### src/rtl/noise_pkg.sv
// Shared constants and word layout for the noise generator core.
// Word: [23]=kind (1 seed / 0 freq), [22]=IMM for freq words.
package noise_pkg;

    localparam int WORD_W   = 24;
    localparam int KIND_BIT = 23;
    localparam int IMM_BIT  = 22;
    localparam int FREQ_FLD = 17;
    localparam int SEED_FLD = 23;

    localparam int FREQ_W   = 17;
    localparam int LFSR_W   = 23;
    localparam int DEF_DIV  = 13000;
    localparam int DEF_SEED = 111111;
    localparam int MIN_DIV  = 2;

    typedef enum logic {
        WK_FREQ = 1'b0,
        WK_SEED = 1'b1
    } word_kind_e;

    typedef struct packed {
        word_kind_e  kind;
        logic        imm;
        logic [21:0] body;
    } cfg_word_t;

endpackage

### src/rtl/rr_arbiter.sv
// Round-robin arbiter: one-hot grant to first valid at or after rr.
// Ports: sys_clk, sys_rst, valid[N], advance (accept pulse), grant[N].
module rr_arbiter #(
    parameter int N = 2
) (
    input  logic         sys_clk,
    input  logic         sys_rst,
    input  logic [N-1:0] valid,
    input  logic         advance,
    output logic [N-1:0] grant
);

    localparam int PW = (N > 1) ? $clog2(N) : 1;
    localparam logic [PW-1:0] LAST = PW'(N - 1);

    logic [PW-1:0] rr;
    logic [PW-1:0] idx;
    logic [PW-1:0] gidx;
    logic          found;

    function automatic logic [PW-1:0] nxt(input logic [PW-1:0] i);
        return (i == LAST) ? '0 : i + PW'(1);
    endfunction

    // Walk N positions starting at rr, wrapping; first valid wins.
    always_comb begin
        grant = '0;
        gidx  = rr;
        found = 1'b0;
        idx   = rr;
        for (int k = 0; k < N; k++) begin
            if (!found && valid[idx]) begin
                found      = 1'b1;
                gidx       = idx;
                grant[idx] = 1'b1;
            end
            idx = nxt(idx);
        end
    end

    always_ff @(posedge sys_clk or posedge sys_rst) begin
        if (sys_rst) begin
            rr <= '0;
        end else if (advance && found) begin
            rr <= nxt(gidx);
        end
    end

endmodule

### src/rtl/noise_cfg_sched.sv
// Config scheduler: arbitrates requester words, holds one pending update
// per kind and applies divider/seed on period_tick (IMM freq bypasses).
// Ports: sys_clk, sys_rst, req_valid/req_word/req_ready, period_tick,
// freq_div, seed, seed_load, freq_pend, seed_pend, overwrite_cnt.
module noise_cfg_sched #(
    parameter int N_REQ    = 2,
    parameter int FREQ_W   = noise_pkg::FREQ_W,
    parameter int LFSR_W   = noise_pkg::LFSR_W,
    parameter int DEF_DIV  = noise_pkg::DEF_DIV,
    parameter int DEF_SEED = noise_pkg::DEF_SEED,
    parameter int MIN_DIV  = noise_pkg::MIN_DIV
) (
    input  logic                sys_clk,
    input  logic                sys_rst,
    input  logic [N_REQ-1:0]    req_valid,
    input  logic [N_REQ*24-1:0] req_word,
    output logic [N_REQ-1:0]    req_ready,
    input  logic                period_tick,
    output logic [FREQ_W-1:0]   freq_div,
    output logic [LFSR_W-1:0]   seed,
    output logic                seed_load,
    output logic                freq_pend,
    output logic                seed_pend,
    output logic [7:0]          overwrite_cnt
);

    import noise_pkg::*;

    logic [N_REQ-1:0]    grant;
    logic                accept;
    cfg_word_t           word;
    logic                is_seed;
    logic                is_imm;
    logic [SEED_FLD-1:0] seed_raw;
    logic [FREQ_W-1:0]   freq_raw;
    logic [LFSR_W-1:0]   seed_val;
    logic [FREQ_W-1:0]   freq_val;
    logic [FREQ_W-1:0]   freq_slot;
    logic [LFSR_W-1:0]   seed_slot;
    logic                apply_f;
    logic                apply_s;
    logic                bump;

    rr_arbiter #(
        .N(N_REQ)
    ) u_arb (
        .sys_clk (sys_clk),
        .sys_rst (sys_rst),
        .valid   (req_valid),
        .advance (accept),
        .grant   (grant)
    );

    assign req_ready = grant;
    assign accept    = |grant;

    always_comb begin
        word = '0;
        for (int i = 0; i < N_REQ; i++) begin
            if (grant[i]) begin
                word = cfg_word_t'(req_word[i*WORD_W +: WORD_W]);
            end
        end
    end

    assign is_seed  = (word.kind == WK_SEED);
    assign is_imm   = word.imm;
    assign seed_raw = {word.imm, word.body};
    assign freq_raw = FREQ_W'(word.body[FREQ_FLD-1:0]);

    // Zero seed would lock the LFSR; tiny dividers are clamped up.
    always_comb begin
        if (seed_raw == '0) begin
            seed_val = LFSR_W'(DEF_SEED);
        end else begin
            seed_val = LFSR_W'(seed_raw);
        end
        if (freq_raw < FREQ_W'(MIN_DIV)) begin
            freq_val = FREQ_W'(MIN_DIV);
        end else begin
            freq_val = freq_raw;
        end
    end

    // Only flags set before this cycle are applied by this tick.
    assign apply_f = period_tick & freq_pend;
    assign apply_s = period_tick & seed_pend;

    // A slot drained by this tick is not an overwrite.
    assign bump = accept & (is_seed ? (seed_pend & ~apply_s)
                                    : (~is_imm & freq_pend & ~apply_f));

    always_ff @(posedge sys_clk or posedge sys_rst) begin
        if (sys_rst) begin
            freq_div      <= FREQ_W'(DEF_DIV);
            seed          <= LFSR_W'(DEF_SEED);
            seed_load     <= 1'b0;
            freq_pend     <= 1'b0;
            seed_pend     <= 1'b0;
            freq_slot     <= FREQ_W'(DEF_DIV);
            seed_slot     <= LFSR_W'(DEF_SEED);
            overwrite_cnt <= 8'd0;
        end else begin
            seed_load <= apply_s;
            if (apply_s) begin
                seed      <= seed_slot;
                seed_pend <= 1'b0;
            end
            if (apply_f) begin
                freq_div  <= freq_slot;
                freq_pend <= 1'b0;
            end
            if (accept && is_seed) begin
                seed_slot <= seed_val;
                seed_pend <= 1'b1;
            end
            if (accept && !is_seed) begin
                if (is_imm) begin
                    freq_div  <= freq_val;
                    freq_pend <= 1'b0;
                end else begin
                    freq_slot <= freq_val;
                    freq_pend <= 1'b1;
                end
            end
            if (bump && overwrite_cnt != 8'hFF) begin
                overwrite_cnt <= overwrite_cnt + 8'd1;
            end
        end
    end

endmodule

### config.mk
export PLATFORM = sky130hd
export DESIGN_NAME = noise_cfg_sched
export DESIGN_NICKNAME = d
export VERILOG_FILES = /design/src/rtl/noise_pkg.sv /design/src/rtl/rr_arbiter.sv /design/src/rtl/noise_cfg_sched.sv
export SDC_FILE = /design/constraint.sdc
export NUM_CORES = 1
export LEC_CHECK = 0
export CORE_MARGIN = 1.5
export CORE_UTILIZATION = 52
export DETAILED_ROUTE_END_ITERATION = 10
export GPL_TIMING_DRIVEN = 0
export HOLD_SLACK_MARGIN = 0.03
export PLACE_DENSITY = 0.85
export SYNTH_ARGS = -nofsm -noshare
export SYNTH_HDL_FRONTEND = slang
export SYNTH_SLANG_ARGS = --single-unit
### constraint.sdc
create_clock -name sys_clk -period 6.7 [get_ports sys_clk]
set_clock_uncertainty 0.15 [all_clocks]
set_input_delay 0.67 -clock sys_clk [delete_from_list [all_inputs] [get_ports sys_clk]]
set_output_delay 0.67 -clock sys_clk [all_outputs]
set_load 0.1 [all_outputs]
; Yosys cells after proc, flatten, opt, wreduce, memory -nomap -nowiden
; Cells that the tools add are included.
; Widths: inputs -> output; s select.
[classes]
muxes = 28
reduce_logical = 14
n_lt_le_gt_ge = 5
bitwise_logic = 10
add_sub_neg = 3
eq_ne = 1
multipliers = 0
div_mod_pow = 0
n_shift = 0
[op_table]
columns = cell, n
row1 = $mux 17, 4
row2 = $mux 24, 2
row3 = $logic_not 23->1, 1
row4 = $mux 23, 1
row5 = $lt 17x2->1 const B, 1
row6 = $mux 1, 17
row7 = $add 8x1->8 const B, 1
row8 = $ne 8x8->1 const B, 1
row9 = $logic_and 1x1->1, 7
row10 = $and 1x1->1, 6
row11 = $lt 1x2->1 const B, 2
row12 = $mux 2, 2
row13 = $reduce_bool 2->1, 2
row14 = $not 1->1, 3
row15 = $add 1x1->1 const B, 2
row16 = $demux 1 s1, 2
row17 = $ge 1x1->1 const B, 2
row18 = $logic_not 1->1, 2
row19 = $or 2x2->2, 1
row20 = $reduce_and 2->1, 1
row21 = $reduce_or 2->1, 1
[totals]
in_bits = 53
ramBits = 0
ff_bits = 92
n_memories = 0
rom_bits = 0
output_inout_bits = 53
elab_cells = 70
latch_bits = 0

; Logic depth before layout (Yosys ltp)
; Gate-level depths: netlist (run 1).
[logic_depth]
word_depth = 16
ltp_mapped = 9
ltp_nobuf = 6

; Modules after synthesis
; From an unflattened synthesis (run 1), not the netlist that was laid out.
[unflattened]
hier_cells = 364
hier_area_um2 = 4067.7
[modules_own_cells]
columns = module, area_per_inst_um2, instances, seq_area_each_um2, cells_each
row1 = noise_cfg_sched, 4008.8, 1, 2312.2, 357
row2 = rr_arbiter, 58.8, 1, 25.0, 7

; Least setup slack after synthesis (run 1)
; No wires, ideal clock.
[synth_path]
kind = input to register
startpoint = in req_valid[0]
endpoint = reg seed_slot[0]
setup_time_ns = 0.060
required_time_ns = 6.490
cell_stages = 9
arrival_time_ns = 2.782
path_buffers = 3
slack_ns = 3.708
cell_sequence = nand2b_4 buf_2 and2_1 clkbuf_1 a22oi_1 nand4_1 or4_4 buf_6 nand2_1
[synth_between]
word_cells_on_any_way = 16
cone_classes = mux: 10 / bitwise: 1 / reduce/logical: 5
[synth_rtl]
columns = element, line_no
row1 = from (decl), noise_cfg_sched.sv:15  ; input logic [N_REQ-1:0] req_valid,
row2 = $mux 1 (implied by the code) (2 in a row), rr_arbiter.sv:32  ; if (!found && valid[idx]) begin
row3 = $mux 1, rr_arbiter.sv:32
row4 = $logic_not 1->1, rr_arbiter.sv:32
row5 = $logic_and 1x1->1, rr_arbiter.sv:32
row6 = $mux 2 (*), rr_arbiter.sv:32
row7 = named net req_ready[1], noise_cfg_sched.sv:17  ; output logic [N_REQ-1:0] req_ready,
row8 = $mux 24, noise_cfg_sched.sv:60  ; if (grant[i]) begin
row9 = $logic_not 23->1, noise_cfg_sched.sv:73  ; if (seed_raw == '0) begin
row10 = $mux 23, noise_cfg_sched.sv:73
row11 = to (signal assigned), noise_cfg_sched.sv:101  ; seed_slot <= LFSR_W'(DEF_SEED);
row12 = to (signal assigned), noise_cfg_sched.sv:114  ; seed_slot <= seed_val;
row13 = to (decl), noise_cfg_sched.sv:39  ; logic [LFSR_W-1:0] seed_slot;
; The timed path passes the listed nets; every way through them passes the cells marked *. The select of a mux whose other input is x is not followed.
; A chain may end at the register's enable or synchronous reset.

; Final worst setup path (run 1)
[layout_path]
startpoint = in req_valid[1]
endpoint = out req_ready[1]
[layout_between]
elab_chain_cells = 6
word_cells_on_any_way = 10
cone_classes = mux: 7 / bitwise: 1 / reduce/logical: 2
[layout_rtl]
columns = element, line_no
row1 = $mux 1 (implied by the code) (2 in a row), rr_arbiter.sv:32
row2 = $mux 1, rr_arbiter.sv:32
row3 = $logic_not 1->1, rr_arbiter.sv:32
row4 = $logic_and 1x1->1, rr_arbiter.sv:32
row5 = $mux 2 (*), rr_arbiter.sv:32
row6 = to (decl), noise_cfg_sched.sv:17
; Mark *: on every way between the ends. The rest lies on a longest branch, timed or not. The select of a mux whose other input is x is not followed.

==> results of run 1 <==
[path summary, 6_finish.rpt]
check	from	endpoint	slack, ns	cells after the start
worst max register to register	u_arb.rr$_DFFE_PP0P_	seed_slot[13]$_DFFE_PP1P_	3.61	8
max in group asynchronous	sys_rst	seed_slot[15]$_DFFE_PP1P_	5.17	3
worst max-delay path	req_valid[1]	req_ready[1]	2.65	5
worst min register to register	freq_slot[16]$_DFFE_PP0P_	freq_slot[16]$_DFFE_PP0P_	0.34	2
min in group asynchronous	sys_rst	seed[6]$_DFFE_PP0P_	0.56	2
worst min-delay path	freq_slot[16]$_DFFE_PP0P_	freq_slot[16]$_DFFE_PP0P_	0.34	2
[where the power goes]
| group | switching [mW] | internal [mW] | leakage (nW) |
|---|---|---|---|
| clock network | 0.199 | 0.137 | 0.0860 |
| logic | 1.00 | 0.342 | 1.06 |
| registers | 0.0961 | 0.751 | 1.07 |
[metrics by stage]
step,hold WS (ns),setup WS [ns]
2_1_floorplan,0.296,3.53
3_3_place_gp,0.307,2.29
3_5_place_dp,0.316,2.65
4_1_cts,0.336,2.66
5_1_grt,0.363,2.50
6_report,0.337,2.65
[worst min-delay path, cell delays in order, from the launching register on]
cell and delay [ns]:
dfrtp_1 0.35, nand2_1 0.05, o21ai_0 0.06
[layout make-up]
class,instances,area [µm²],area share [%]
flip-flops and latches,92,2340,43.6
multi-input cells,230,1510,28.1
repair buffers,106,1080,20.1
clock buffers,9,124,2.31
well taps,99,124,2.31
plain buffers,23,113,2.10
clock inverters,7,51.3,0.957
inverters,6,25.0,0.467
[kinds of logic (layout without fill, tap and decap cells)]
group / Yosys count / count (layout) / share of synthesized area (%)
multiplexers: 41 / 41 / 11.6
AO/OA/AOI/OAI: 87 / 87 / 13.7
flip-flops: 92 / 92 / 58.8
AND/OR/NAND/NOR: 94 / 94 / 10.6
buffers and inverters: 29 / 151 / 3.40
adder cells (fa/ha/maj): 1 / 1 / 0.315
XOR/XNOR: 7 / 7 / 1.54
[cells in the final DEF (no fill, tap or decap), types with 2 or more instances in the layout]
master / count
dfrtp_1: 64
nor2_1: 15
and3_1: 4
xnor2_1: 6
nand4_1: 8
a22oi_1: 6
buf_2: 3
a21oi_1: 15
clkbuf_1: 14
or4_4: 2
inv_6: 2
a32o_1: 2
o21ai_0: 42
buf_6: 3
clkbuf_8: 9
buf_1: 3
clkdlybuf4s50_1: 105
mux2_2: 41
clkinvlp_4: 2
a32oi_1: 18
inv_1: 5
clkinv_2: 2
dfstp_2: 28
nand2_1: 60
[state kept, by name, indices dropped and copies added (netlist names)]
| signal | cells |
|---|---|
| freq_slot | 17 |
| seed | 23 |
| seed_pend | 1 |
| seed_load | 1 |
| freq_pend | 1 |
| seed_slot | 23 |
| overwrite_cnt | 8 |
| freq_div | 17 |
| u_arb.rr | 1 |
[layer usage]
layer / vias up / GRT usage [%] / routed length [µm]
met3: 15 / 5.39 / 666
met1: 1577 / 32.8 / 4250
met4: 0 / 10.7 / 165
met2: 129 / 40.0 / 4720
met5: - / 0 / 0
li1: 1474 / - / -
==> results by group, run 1 <==
Floorplan
  – Core box area: 7330 µm²
  – Std cell rows: 31
  – Die span in y: 90.5 µm
  – Die W: 90.5 µm
  – Initial Util: 54.3%
  – Die area: 8180 µm²
  – Num ports: 106

Synthesis
  – Count leader, synth: dfrtp_1
  – Ys flop type: dfrtp_1
  – Commonest cells in the netlist: dfrtp_1 (64), nand2_1 (60), o21ai_0 (42)
  – Yosys top cell by area: dfrtp_1
  – Synth async-reset ratio: 100%
  – Part of the Yosys area used for sequential elements: 58.8%
  – Post-synthesis cell area: 3980 µm²
  – Post-synth cell types: 30
  – Post-Syn Nets: 405
  – Top cells by area, synth: dfrtp_1 (40%), dfstp_2 (18%), mux2_2 (12%)
  – Syn. warnings: 0
  – Average size of a mapped cell: 11.3 µm²
  – Post-synth top area share: 40.3%
  – Post-Syn Instances: 351
  – Number of flops mapped to enable cells by yosys: 0
  – Synth Register Bits: 92

Place
  – Placed Instance Area: 5180 µm²
  – Number of buffers added on ports: 105
  – Dpl cells: 556
  – Detail Placement HPWL: 7400 µm
  – Final GP Congestion: 0.858

Clock tree
  – CTS tree: built
  – CTS Sinks: 92
  – Clock Path Buffers: 2
  – # H-tree levels: 3
  – CTS buffer count: 9
  – Post-CTS Setup Bufs: 0
  – # hold bufs at CTS: 0
  – Clock transition at the registers of the reported paths: 0.09 ns
  – Worst skew pair latency: 0.36 ns
  – Root buf cell: clkbuf_8
  – Post_cts resized: 0

STA
  – Worst Tran Pin Value: 0.998 ns
  – Part of the cycle the worst path needs: 60.5%
  – Slew margin rel.: 33.3%
  – Final setup violating endpoints: 0
  – Max-slew violations: 0
  – F_max: 0.247 GHz
  – Final Critical Period: 4.05 ns
  – Final hold vios: 0
  – Sum of negative setup slack: 0 ns
  – RSZ-0062 raised after global routing: no

Flow run
  – Max cap viols: 0

Worst setup path
  – Element type at the critical path end: output port
  – Critical path's largest stage delay: 1.20 ns
  – Crit-path cells: clkdlybuf4s50_1 > clkbuf_1 > and2_1 > clkbuf_1 > clkdlybuf4s50_1
  – Critical path's slowest cell: clkdlybuf4s50_1
  – WP data required: 5.88 ns
  – Crit path kind: in -> out
  – Crit Path Max Fanout: 10
  – Worst path bufs/invs: 4
  – CP arrival: 3.23 ns
  – Crit path max-delay family: buffers and inverters
  – CP Launch Type: primary input

Routing
  – Drt via density: 5.59
  – DRC Markers: 0
  – First DRT Iteration DRCs: 167
  – DR vias: 3195
  – Post-route ant nets: 0
  – Overall routed net length: 9810 µm
  – Drt first pass iters: 4
  – Routed wire per std cell: 17.1 µm

Pwr
  – Power Total: 2.53 mW
  – Leak: 2.22 nW
  – VDD IR max: 0.000418 V
  – Power per standard cell area: 472 nW/µm²

GRT
  – Pin count of the biggest net entering global routing: 51
  – First-pass GRT wire length: 15800 µm
  – GRT Residual Overflow: 0
  – GRT Util Overall: 25.0%
  – Vias in the first global route: 3215
  – Initial antenna violation count: 0

Finish
  – Layout area overhead: 34.7%
  – Post-route cell area: 5360 µm²
  – # fillers: 481
  – N_diodes: 0
  – Non-filler cells, final: 572
  – Nets: 522
  – Share of layout cells above drive strength 1: 20.9%
  – Final core utilization: 73.1%

Min path
  – HP Class: reg -> reg

Status
  – Status: finished clean
No activity file was read; power rests on OpenSTA's default activity.
==> run 2: changes to the inputs <==
--- a/config.mk
+++ b/config.mk
@@ -6,11 +6,11 @@
 export NUM_CORES = 1
 export LEC_CHECK = 0
 export CORE_MARGIN = 1.5
-export CORE_UTILIZATION = 52
+export CORE_UTILIZATION = 44
 export DETAILED_ROUTE_END_ITERATION = 10
 export GPL_TIMING_DRIVEN = 0
 export HOLD_SLACK_MARGIN = 0.03
-export PLACE_DENSITY = 0.85
+export PLACE_DENSITY = 0.77
 export SYNTH_ARGS = -nofsm -noshare
 export SYNTH_HDL_FRONTEND = slang
 export SYNTH_SLANG_ARGS = --single-unit
==> constraint.sdc (replaced) <==
create_clock -name sys_clk -period 3.3 [get_ports sys_clk]
set_clock_uncertainty 0.15 [all_clocks]
set_input_delay 0.33 -clock sys_clk [delete_from_list [all_inputs] [get_ports sys_clk]]
set_output_delay 0.33 -clock sys_clk [all_outputs]
set_load 0.1 [all_outputs]
==> run 2 against run 1 <==
Worst setup slack got worse by 2.5 ns. Sequential cell count unchanged. Combinational power increased by 100%. Die area increased by 18%. Sequential power increased by 100%. Hold slack got worse by 0.24 ns. Power increased by 110%. First-iteration DRC count decreased by 12%. Clock power increased to 2.5 times the previous value. Final cell count increased by 1.6%. Count of clock-buffer cells in the layout increased by 1. Non-clock buffer count unchanged. Critical path type unchanged. Largest power group unchanged. Highest routed layer unchanged.
==> results by group, run 2 (synthesis results as in run 1) <==
Routing
  – First DRT Iteration DRCs: 147 (was 167)
  – Overall routed net length: 10000 µm (was 9810 µm)
  – Drt first pass iters: 4 (unchanged)
  – Drt via density: 5.48 (was 5.59)
  – Routed wire per std cell: 17.2 µm (was 17.1 µm)
  – DRC Markers: 0 (unchanged)
  – DR vias: 3183 (was 3195)
  – Post-route ant nets: 0 (unchanged)

Finish
  – Nets: 522 (unchanged)
  – N_diodes: 0 (unchanged)
  – Layout area overhead: 36.2% (was 34.7%)
  – Most frequent cells in the layout: clkdlybuf4s50_1 (104), dfrtp_1 (64), nand2_1 (60), o21ai_0 (42), mux2_2 (41) (was clkdlybuf4s50_1 (105), dfrtp_1 (64), nand2_1 (60), o21ai_0 (42), mux2_2 (41))
  – Share of layout cells above drive strength 1: 20.9% (unchanged)
  – # fillers: 708 (was 481)
  – Biggest regs: seed: 23 flops, seed_slot: 23 flops (unchanged)
  – Commonest non-fill, non-tap cell in the layout: clkdlybuf4s50_1 (unchanged)

Place
  – Final GP Congestion: 0.792 (was 0.858)
  – Number of buffers added on ports: 105 (unchanged)
  – Detail Placement HPWL: 7550 µm (was 7400 µm)
  – Setup slack at placement: -0.156 ns (was 2.65 ns)

Worst setup path
  – WP data required: 2.82 ns (was 5.88 ns)
  – Reg2reg setup slack: 0.28 ns (was 3.61 ns)
  – Crit Path Max Fanout: 10 (unchanged)
  – Crit path kind: in -> out (unchanged)
  – Element type at the critical path end: output port (unchanged)
  – CP arrival: 2.68 ns (was 3.23 ns)
  – CP Launch Type: primary input (unchanged)

STA
  – F_max: 0.316 GHz
  – Sum of negative setup slack: 0 ns (unchanged)
  – Final setup violating endpoints: 0 (unchanged)
  – Max-slew violations: 0 (unchanged)
  – Part of the cycle the worst path needs: 95.8%
  – Setup WS post-layout: 0.138 ns (was 2.65 ns)
  – Worst hold slack: 0.0989 ns (was 0.337 ns)
  – Final Critical Period: 3.16 ns
  – Worst Tran Pin Value: 0.996 ns (was 0.998 ns)
  – RSZ-0062 raised after global routing: no (unchanged)
  – Final hold vios: 0 (unchanged)
  – Slew margin rel.: 33.4% (was 33.3%)

Floorplan
  – Die W: 98.1 µm (was 90.5 µm)
  – Initial Util: 45.6% (was 54.3%)
  – Core box area: 8720 µm² (was 7330 µm²)
  – Die area: 9620 µm² (was 8180 µm²)
  – Die span in y: 98.1 µm (was 90.5 µm)
  – Num ports: 106 (unchanged)
  – Std cell rows: 34 (was 31)

GRT
  – Initial antenna violation count: 0 (unchanged)
  – First-pass GRT wire length: 16300 µm (was 15800 µm)
  – Vias in the first global route: 3162 (was 3215)
  – GRT Residual Overflow: 0 (unchanged)
  – GRT Util Overall: 21.8% (was 25.0%)
  – Pin count of the biggest net entering global routing: 77 (was 51)

Min path
  – HP Class: in -> async (was reg -> reg)

Clock tree
  – Root buf cell: clkbuf_8 (unchanged)
  – CTS buffer count: 9 (unchanged)
  – Clock transition at the registers of the reported paths: 0.09 ns (about the same)
  – CTS tree: built (unchanged)
  – Post-CTS Setup Bufs: 0 (unchanged)
  – CTS Sinks: 92 (unchanged)
  – Worst skew pair latency: 0.36 ns (about the same)
  – Clock Path Buffers: 2 (unchanged)
  – # hold bufs at CTS: 0 (unchanged)
  – # H-tree levels: 3 (unchanged)

Status
  – Status: finished clean (unchanged)

Pwr
  – Leak: 2.25 nW (was 2.22 nW)
  – VDD IR max: 0.000716 V (was 0.000418 V)
  – Power per standard cell area: 977 nW/µm² (was 472 nW/µm²)

Flow run
  – Max cap viols: 0 (unchanged)
run 2: where the power goes:
group | switching, mW | internal, mW
combinational | 2.02 | 0.694
sequential | 0.202 | 1.52
clock | 0.400 | 0.447
run 2: metal layers:
layer | vias to the layer above | GRT usage, % | routed length [µm]
met2 | 123 | 34.0 | 4710
met1 | 1568 | 30.3 | 4420
met4 | 0 | 6.04 | 111
li1 | 1481 | - | -
met5 | - | 0 | 0
met3 | 11 | 5.65 | 762
run 2: metrics by stage:
step,cells,power (mW),instance area [µm²],util [%]
final,581,5.29,5420,62.1
after global routing,581,5.49,5420,62.1
after global placement,564,4.42,5160,59.2
after floorplan,351,3.79,3980,-
after CTS,581,5.31,5420,62.1
after detailed placement,565,4.47,5190,59.6
run 2: cell type report:
cell class              count  area (µm²)  area share (%)
repair buffers            106        1080            19.9
plain buffers              23         113            2.08
flip-flops and latches     92        2340            43.1
multi-input cells         230        1510            27.8
clock inverters             6        87.6            1.62
well taps                 108         135            2.49
clock buffers              10         138            2.54
inverters                   6        25.0           0.462
run 2: repair_timing:
| item | 4_1_cts | 5_1_grt |
|---|---|---|
| gates resized for setup | 1 | 1 |
| setup endpoints to repair | 1 | 1 |
| endpoints found under the hold margin | 0 | 0 |
run 2: worst max-delay path, cell delays in order:
cell and delay [ns]:
clkdlybuf4s50_1 0.60, clkbuf_1 0.41, and2_1 0.21, clkbuf_1 0.25, clkdlybuf4s15_1 0.88
run 2: path summary, 6_finish.rpt:
kind | start | cells after the start | endpoint
setup / recovery | req_valid[1] | 5 | req_ready[1]
hold / removal | sys_rst | 2 | seed[4]$_DFFE_PP0P_
setup reg to reg | u_arb.rr$_DFFE_PP0P_ | 8 | seed_slot[16]$_DFFE_PP1P_
hold reg to reg | freq_slot[16]$_DFFE_PP0P_ | 2 | freq_slot[16]$_DFFE_PP0P_
max in group asynchronous | sys_rst | 3 | seed[2]$_DFFE_PP1P_
min in group sys_clk | freq_slot[16]$_DFFE_PP0P_ | 2 | freq_slot[16]$_DFFE_PP0P_
==> run 3: changes to the inputs <==
--- a/config.mk
+++ b/config.mk
@@ -14,3 +14,4 @@
 export SYNTH_ARGS = -nofsm -noshare
 export SYNTH_HDL_FRONTEND = slang
 export SYNTH_SLANG_ARGS = --single-unit
+export TNS_END_PERCENT = 1
==> results of run 3 <==
No change in the layout: final DEF, timing and power equal those of run 2.
